--- src/rtl/debounce_pkg.sv ---
// rtl/debounce_pkg.sv - shared FSM encoding and constant helpers for the input debouncer
//
// Purpose: state encoding of the debounce FSM and the clog2 constant
//          function used to size the stability counter.
// Ports:   none (package).

package debounce_pkg;

    typedef enum logic {
        IDLE = 1'b0,
        QUAL = 1'b1
    } state_t;

    // Ceiling log2 for elaboration-time sizing; clog2(1) = 0.
    function automatic int clog2(input int value);
        int res;
        res = 0;
        while ((1 << res) < value) begin
            res = res + 1;
        end
        return res;
    endfunction

endpackage

--- src/rtl/sync_chain.sv ---
// rtl/sync_chain.sv - multi-flop synchronizer for a single asynchronous bit
//
// Purpose: brings an asynchronous bit into the clk domain through a plain
//          shift chain of SYNC_STAGES flops with nothing between stages.
// Ports:
//   clk    in   clock
//   reset  in   synchronous active-high reset, loads RESET_VAL into every stage
//   d_i    in   asynchronous input bit
//   q_o    out  synchronized bit (last stage)

module sync_chain #(
    parameter int   SYNC_STAGES = 2,
    parameter logic RESET_VAL   = 1'b0
) (
    input  logic clk,
    input  logic reset,
    input  logic d_i,
    output logic q_o
);

    logic [SYNC_STAGES-1:0] r_stages;

    always_ff @(posedge clk) begin
        if (reset) begin
            r_stages <= {SYNC_STAGES{RESET_VAL}};
        end else begin
            r_stages <= {r_stages[SYNC_STAGES-2:0], d_i};
        end
    end

    assign q_o = r_stages[SYNC_STAGES-1];

endmodule

--- src/rtl/input_debounce_sync.sv ---
// rtl/input_debounce_sync.sv - synchronizer plus stability-counter debouncer
//
// Purpose: turns a raw, bouncing, asynchronous bit into a clean level that
//          only changes after the synchronized input has disagreed with it
//          for STABLE_CYCLES consecutive clocks.
// Ports:
//   clk      in   clock
//   reset    in   synchronous active-high reset
//   raw_i    in   raw asynchronous input
//   clean_o  out  debounced level, straight from a flop
//   busy_o   out  high while a candidate transition is being qualified

module input_debounce_sync
    import debounce_pkg::*;
#(
    parameter int   SYNC_STAGES   = 2,
    parameter int   STABLE_CYCLES = 4,
    parameter logic RESET_VAL     = 1'b0
) (
    input  logic clk,
    input  logic reset,
    input  logic raw_i,
    output logic clean_o,
    output logic busy_o
);

    localparam int             CNT_W    = clog2(STABLE_CYCLES) + 1;
    localparam logic [CNT_W-1:0] CNT_LAST = CNT_W'(STABLE_CYCLES - 1);
    localparam logic [CNT_W-1:0] CNT_ONE  = CNT_W'(1);

    logic             w_sync_q;
    logic             w_mismatch;

    state_t           r_state;
    state_t           w_next_state;
    logic [CNT_W-1:0] r_cnt;
    logic [CNT_W-1:0] w_next_cnt;
    logic             r_clean;
    logic             w_next_clean;

    sync_chain #(
        .SYNC_STAGES (SYNC_STAGES),
        .RESET_VAL   (RESET_VAL)
    ) u_sync (
        .clk   (clk),
        .reset (reset),
        .d_i   (raw_i),
        .q_o   (w_sync_q)
    );

    assign w_mismatch = (w_sync_q != r_clean);

    always_ff @(posedge clk) begin
        if (reset) begin
            r_state <= IDLE;
            r_cnt   <= '0;
            r_clean <= RESET_VAL;
        end else begin
            r_state <= w_next_state;
            r_cnt   <= w_next_cnt;
            r_clean <= w_next_clean;
        end
    end

    always_comb begin
        w_next_state = r_state;
        w_next_cnt   = r_cnt;
        w_next_clean = r_clean;
        case (r_state)
            IDLE: begin
                w_next_cnt = '0;
                if (w_mismatch) begin
                    // A one-cycle window qualifies on the very first mismatch.
                    if (STABLE_CYCLES == 1) begin
                        w_next_clean = ~r_clean;
                    end else begin
                        w_next_state = QUAL;
                        w_next_cnt   = CNT_ONE;
                    end
                end
            end
            QUAL: begin
                if (!w_mismatch) begin
                    // Input fell back before the window closed: glitch.
                    w_next_state = IDLE;
                    w_next_cnt   = '0;
                end else if (r_cnt == CNT_LAST) begin
                    w_next_clean = ~r_clean;
                    w_next_state = IDLE;
                    w_next_cnt   = '0;
                end else begin
                    w_next_cnt = r_cnt + CNT_ONE;
                end
            end
            default: begin
                w_next_state = IDLE;
                w_next_cnt   = '0;
            end
        endcase
    end

    assign clean_o = r_clean;
    // r_state is itself a flop, so busy_o is registered.
    assign busy_o  = (r_state == QUAL);

endmodule
--- config.mk ---
export PLATFORM = sky130hd
export DESIGN_NAME = input_debounce_sync
export DESIGN_NICKNAME = d
export VERILOG_FILES = /design/src/rtl/debounce_pkg.sv /design/src/rtl/sync_chain.sv /design/src/rtl/input_debounce_sync.sv
export SDC_FILE = /design/constraint.sdc
export NUM_CORES = 1
export LEC_CHECK = 0
export ABC_AREA = 1
export BUFFER_PORTS_ARGS = -buffer_cell sky130_fd_sc_hd__buf_4
export CAP_MARGIN = 15
export CORE_AREA = 2 2 39 41
export CTS_BUF_LIST = sky130_fd_sc_hd__clkbuf_2
export DETAILED_ROUTE_END_ITERATION = 6
export DIE_AREA = 0 0 41 43
export GPL_TIMING_DRIVEN = 0
export MAX_ROUTING_LAYER = met4
export PLACE_DENSITY = 0.36
export SLEW_MARGIN = 0
export SYNTH_ARGS = -nofsm -noshare
export SYNTH_HDL_FRONTEND = slang
export SYNTH_SLANG_ARGS = --single-unit
--- constraint.sdc ---
create_clock -name clk -period 1.02 [get_ports clk]
set_input_delay 0.102 -clock clk [delete_from_list [all_inputs] [get_ports clk]]
set_output_delay 0.102 -clock clk [all_outputs]
set_load 0.005 [all_outputs]
==> flow_summary.json, run 1 <==
{
  "yosys.cell_types.count": 8,
  "netlist_instances": 36,
  "syn_avg_cell_area_um2": 7.61,
  "status": "finished clean",
  "grt_pass1_vias": 214,
  "relSlewSlack": 0.907,
  "finalMaxSlewViolations": 0,
  "hold_violations": 0,
  "finalCritPeriodShare": 0.999,
  "fin_tns_setup_ps": 0,
  "fill_cells": 156,
  "overflow": 0,
  "multi_input_area_um2": 128,
  "num_antenna_cells": 0,
  "postRouteAntennaNets": 0,
  "syn_to_final_growth_pct": 36.5,
  "ys_seq_area_frac": 0.511,
  "hold_class": "in -> reg",
  "die_area_mm2": 0.00176,
  "grt_usage": 0.0630,
  "cts_tree": "done",
  "holdPathStages": 2,
  "endpoint_kind": "flip-flop",
  "fin_worst_skew_ps": 2.57,
  "worstSetupPathType": "reg -> reg",
  "io_pins": 5,
  "clk_pin_slew_ps": 70,
  "vias_per_cell": 3.55,
  "worst_pin_slew_ps": 139,
  "final_common_cell": "inv_1",
  "setup_violations": 0,
  "drive_gt1_frac": 0.341,
  "power_density_mw_per_mm2": 1330,
  "power.internal_uw": 394,
  "clock_sinks": 7,
  "start_util": 0.198,
  "drv_cap": 0,
  "htree_levels": 1,
  "place_congestion": 0.706,
  "rsz0062_at_grt": "true",
  "reg2reg_slack_ps": 1,
  "cp_data_arrival_time_ps": 1140,
  "wire_per_inst_um": 6.77,
  "p_sw_uw": 105,
  "worstRegToRegCells": 6,
  "final_net_count": 50,
  "cts-root-buf": "clkbuf_2",
  "drc": 0,
  "finalCriticalPeriod_ps": 1020,
  "numCtsBuffers": 3,
  "die_w_um": 41,
  "synth_seq_cells": 7,
  "final_cell_mix": "inv_1 (8), nor2_1 (7), nand2_1 (7)",
  "combPwrFrac": 0.040,
  "fmax_ghz": 0.982,
  "max-clock-path-buffers": 2,
  "antenna_found_initial": 0,
  "place.port_buffers": 4,
  "grt_max_degree": 6,
  "yosysWarnings": 0,
  "path_max_fanout": 3,
  "cts_hold_buf": 0,
  "synth_area_um2": 274,
  "vias": 213,
  "synth_nets": 41,
  "p_leak_nw": 0.175,
  "whs_ps": 72.7,
  "drt_iter0_drc": 2,
  "firstDrtPassIters": 2,
  "timing.rr.end": "clean_o",
  "core_mm2": 0.00138,
  "p_sw_frac": 0.210,
  "peakVddDrop_mv": 0.472,
  "r2r_start": "r_cnt[0]",
  "clk_latency_ps": 220,
  "required_ps": 1140,
  "cp-start-kind": "flip-flop",
  "die-height_um": 43,
  "power_frac_seq": 0.567,
  "routed_wl_um": 406,
  "worstHoldStart": "reset",
  "grt_pass1_wl_um": 690,
  "regArea_um2": 143,
  "clockPowerShare": 0.393,
  "whs_endpoint": "u_sync.r_stages[0]",
  "num_rows": 14
}
-- worst max path at each step --
| stage | start | end | slack (ps) | cells past startpoint |
|---|---|---|---|---|
| global placement | r_cnt[0] | r_cnt[2] | -70 | 7 |
| detailed placement | r_cnt[0] | r_cnt[2] | -80 | 7 |
| floorplan | r_cnt[0] | r_cnt[2] | 1 | 7 |
| finish | r_cnt[0] | clean_o | 1 | 6 |
| CTS | r_cnt[0] | r_cnt[2] | -20 | 7 |
| global route | r_cnt[0] | clean_o | -50 | 6 |
-- power by group through the flow --
| stage | clock network, mW | logic (mW) | registers, mW |
|---|---|---|---|
| after floorplan | 0 | 0.00856 | 0.288 |
| after global placement | 0 | 0.0196 | 0.289 |
| after detailed placement | 0 | 0.0195 | 0.289 |
| after CTS | 0.213 | 0.0201 | 0.283 |
| after global routing | 0.224 | 0.0232 | 0.284 |
| final | 0.196 | 0.0198 | 0.283 |
-- sequential cells by signal, indices dropped and copies added (netlist names) --
register / flops
clean_o: 1
r_cnt: 3
busy_o: 1
u_sync.r_stages: 2
-- synth_stat cells, drive strengths merged --
cell   instances  area, µm²
nand2          8       30.0
ha             2       25.0
nor2           8       32.5
o21a           1       7.51
dfxtp          7        140
inv            9       33.8
o21ai          1       5.00
-- worst max-delay path: stages, from the launching register on --
cell and delay, ps:
dfxtp_2 340, ha_4 160, ha_4 160, nand2_1 90, nand2_1 50, o21ai_1 70, nor2_1 50
-- cell families (layout without fill, tap and decap cells) --
logic type	after synthesis	in the layout	share of synthesized area
DFF	7	7	0.511
AOI/OAI and AO/OA	2	2	0.0457
and+or+nand+nor	16	16	0.228
adders and majority gates	2	2	0.0913
buffers and inverters	9	17	0.123
-- area by class of cell --
type	count	share of cell area
flip-flops and latches	7	0.381
multi-input cells	20	0.341
inverters	9	0.0903
repair buffers	4	0.0803
clock buffers	4	0.0535
well taps	16	0.0535
-- metal layers --
layer,GRT usage,wire (µm),up-vias
met5,-,0,-
met1,0.0521,183,90
met2,0.0906,199,4
li1,-,-,119
met4,0.0800,0,0
met3,0.0209,23,0
-- through the flow --
step | power [mW] | instance area (µm²) | utilization | setup WS (ps) | std cells
2_1_floorplan | 0.297 | 274 | - | 1.37 | 36
3_3_place_gp | 0.308 | 324 | 0.234 | -72.5 | 56
3_5_place_dp | 0.308 | 324 | 0.234 | -84.3 | 56
4_1_cts | 0.516 | 374 | 0.270 | -18.3 | 60
5_1_grt | 0.531 | 374 | 0.270 | -51.1 | 60
6_report | 0.499 | 374 | 0.270 | 1.20 | 60
-- what timing repair did --
action                                  in CTS  in global routing
resized for setup                            8                  0
buffers inserted                             0                  0
endpoints found under the setup margin       5                  4
pin swaps                                    4                  4
Power figures use the tool's default switching activity.
==> inputs of run 2 (changes only) <==
--- a/config.mk
+++ b/config.mk
@@ -8,13 +8,15 @@
 export ABC_AREA = 1
 export BUFFER_PORTS_ARGS = -buffer_cell sky130_fd_sc_hd__buf_4
 export CAP_MARGIN = 15
+export CELL_PAD_IN_SITES_DETAIL_PLACEMENT = 1
+export CELL_PAD_IN_SITES_GLOBAL_PLACEMENT = 2
 export CORE_AREA = 2 2 39 41
 export CTS_BUF_LIST = sky130_fd_sc_hd__clkbuf_2
 export DETAILED_ROUTE_END_ITERATION = 6
 export DIE_AREA = 0 0 41 43
 export GPL_TIMING_DRIVEN = 0
 export MAX_ROUTING_LAYER = met4
-export PLACE_DENSITY = 0.36
+export PLACE_DENSITY = 0.61
 export SLEW_MARGIN = 0
 export SYNTH_ARGS = -nofsm -noshare
 export SYNTH_HDL_FRONTEND = slang
==> run 2 against run 1 <==
Against the previous run: the run now ends with negative setup slack left; worst hold slack improved by 1.2 ps; non-clock buffer count did not move; clock skew rose by 3.4 ps; count of clock-buffer cells in the layout unchanged; sequential cell count stayed put; final cell count did not move; register-to-register slack hardly changed; first-iteration DRC count up 100%; sequential power hardly changed; power grew 0.82%; final area down 0.33%; global-route usage is 2.1 points higher; critical endpoint unchanged.
==> flow_summary.json, run 2 (synthesized netlist as in run 1, its figures left out) <==
{
  "cts_tree": "done",
  "num_antenna_cells": 0,
  "top_regs": "r_cnt: 3 flops, u_sync.r_stages: 2 flops",
  "drive_gt1_frac": 0.318,
  "dp_slack_ps": -102,
  "cp-start-kind": "flip-flop",
  "cts-root-buf": "clkbuf_2",
  "grt_pass1_vias": 232,
  "fin_worst_skew_ps": 5.97,
  "worstSetupPathType": "reg -> reg",
  "numCtsBuffers": 3,
  "worst_pin_slew_ps": 154,
  "drt_iter0_drc": 4,
  "rsz0062_at_grt": "true",
  "dpl.hpwl_um": 367,
  "endpoint_kind": "flip-flop",
  "grt_usage": 0.0844,
  "grt_max_degree": 6,
  "routed_wl_um": 465,
  "clk_pin_slew_ps": 70,
  "top_register": "r_cnt",
  "holdPathStages": 2,
  "fmax_ghz": 0.970,
  "clock_sinks": 7,
  "final_area_um2": 373,
  "final_util": 0.269,
  "drc": 0,
  "power_density_mw_per_mm2": 1350,
  "final_net_count": 50,
  "grt.met2_usage": 0.103,
  "setup_violations": 2,
  "die_w_um": 41,
  "max-clock-path-buffers": 2,
  "hold_class": "in -> reg",
  "reg2reg_slack_ps": -10,
  "grt_use_met1": 0.0903,
  "whs_endpoint": "u_sync.r_stages[0]",
  "num_rows": 14,
  "worstHoldStart": "reset",
  "grt.busiest_layer": "met2",
  "postRouteAntennaNets": 0,
  "start_util": 0.198,
  "grt_pass1_wl_um": 897,
  "overflow": 0,
  "finalCriticalPeriod_ps": 1030,
  "hold_violations": 0,
  "vias": 222,
  "layoutNonFillerInstCount": 60,
  "antenna_found_initial": 0,
  "timing.rr.end": "clean_o",
  "worstRegToRegCells": 6,
  "vias_per_cell": 3.70,
  "cts_hold_buf": 0,
  "place_congestion": 0.636,
  "firstDrtPassIters": 2,
  "postCtsSetupBuffers": 0,
  "finalMaxSlewViolations": 0,
  "wire_per_inst_um": 7.75,
  "path_max_fanout": 3,
  "worst_slack_ps": -10.8,
  "peakVddDrop_mv": 0.433,
  "relSlewSlack": 0.897,
  "violations": "negative setup slack",
  "largest_reg_flops": 3,
  "htree_levels": 1,
  "die-height_um": 43,
  "die_area_mm2": 0.00176,
  "syn_to_final_growth_pct": 36.1,
  "core_mm2": 0.00138,
  "finalCritPeriodShare": 1.01,
  "final_cell_mix": "inv_1 (8), nor2_1 (7), nand2_1 (7)",
  "status": "finished with violations",
  "r2r_start": "r_cnt[0]",
  "drv_cap": 0,
  "cp_data_arrival_time_ps": 1150,
  "grtUsageMet3": 0.0471,
  "final_common_cell": "inv_1",
  "numPlacedInstances": 56,
  "dpl-instance-area_um2": 324,
  "p_leak_nw": 0.174,
  "io_pins": 5,
  "clk_latency_ps": 220,
  "required_ps": 1140,
  "place.port_buffers": 4
}
==> run 2: cell counts in the layout (fill, tap and decap cells not counted) <==
No cell type changed its count.
==> run 2: layout make-up <==
type	instances	area, µm²
Clock buffer	4	20.0
Fill cell	172	1010
Inverter	9	33.8
Multi-Input combinational cell	20	128
Sequential cell	7	141
Tap cell	16	20.0
Timing Repair Buffer	4	30.0
==> run 2: worst max path at each step <==
stage,slack (ps),depth (start not counted),startpoint,endpoint
final,-10,6,r_cnt[0],clean_o
after global routing,-110,7,r_cnt[0],r_cnt[2]
after CTS,-40,7,r_cnt[0],r_cnt[2]
after detailed placement,-100,7,r_cnt[0],r_cnt[2]
after global placement,-70,7,r_cnt[0],r_cnt[2]
after floorplan,1,7,r_cnt[0],r_cnt[2]
==> run 2: critical path, cell delays in order (launching register included) <==
cell and delay, ps:
dfxtp_2 340, ha_4 160, ha_4 160, nand2_1 90
nand2_1 50, o21ai_1 70, nor2_1 50
==> run 2: where the power goes <==
part	switching (mW)	internal (mW)
clock	0.0954	0.104
sequential	0.00411	0.279
combinational	0.00964	0.0108
total	0.109	0.394
==> run 2: per-layer routing <==
metal  vias to the layer above  wire length (µm)
li1                        119                 -
met1                        97               198
met2                         4               232
met3                         2                28
met4                         0                 5
met5                         -                 0
==> run 2: repair_timing <==
action	CTS	global route
pin swaps	3	4
endpoints found under the setup margin	5	4
resized for setup	7	0
==> run 2: per-stage QoR <==
stage	hold WS (ps)	total power, mW	setup TNS, ps
floorplan	173	0.297	0
global placement	304	0.308	-216
detailed placement	312	0.309	-314
CTS	56.6	0.519	-82.9
global route	56.5	0.540	-250
finish	73.9	0.503	-12.1
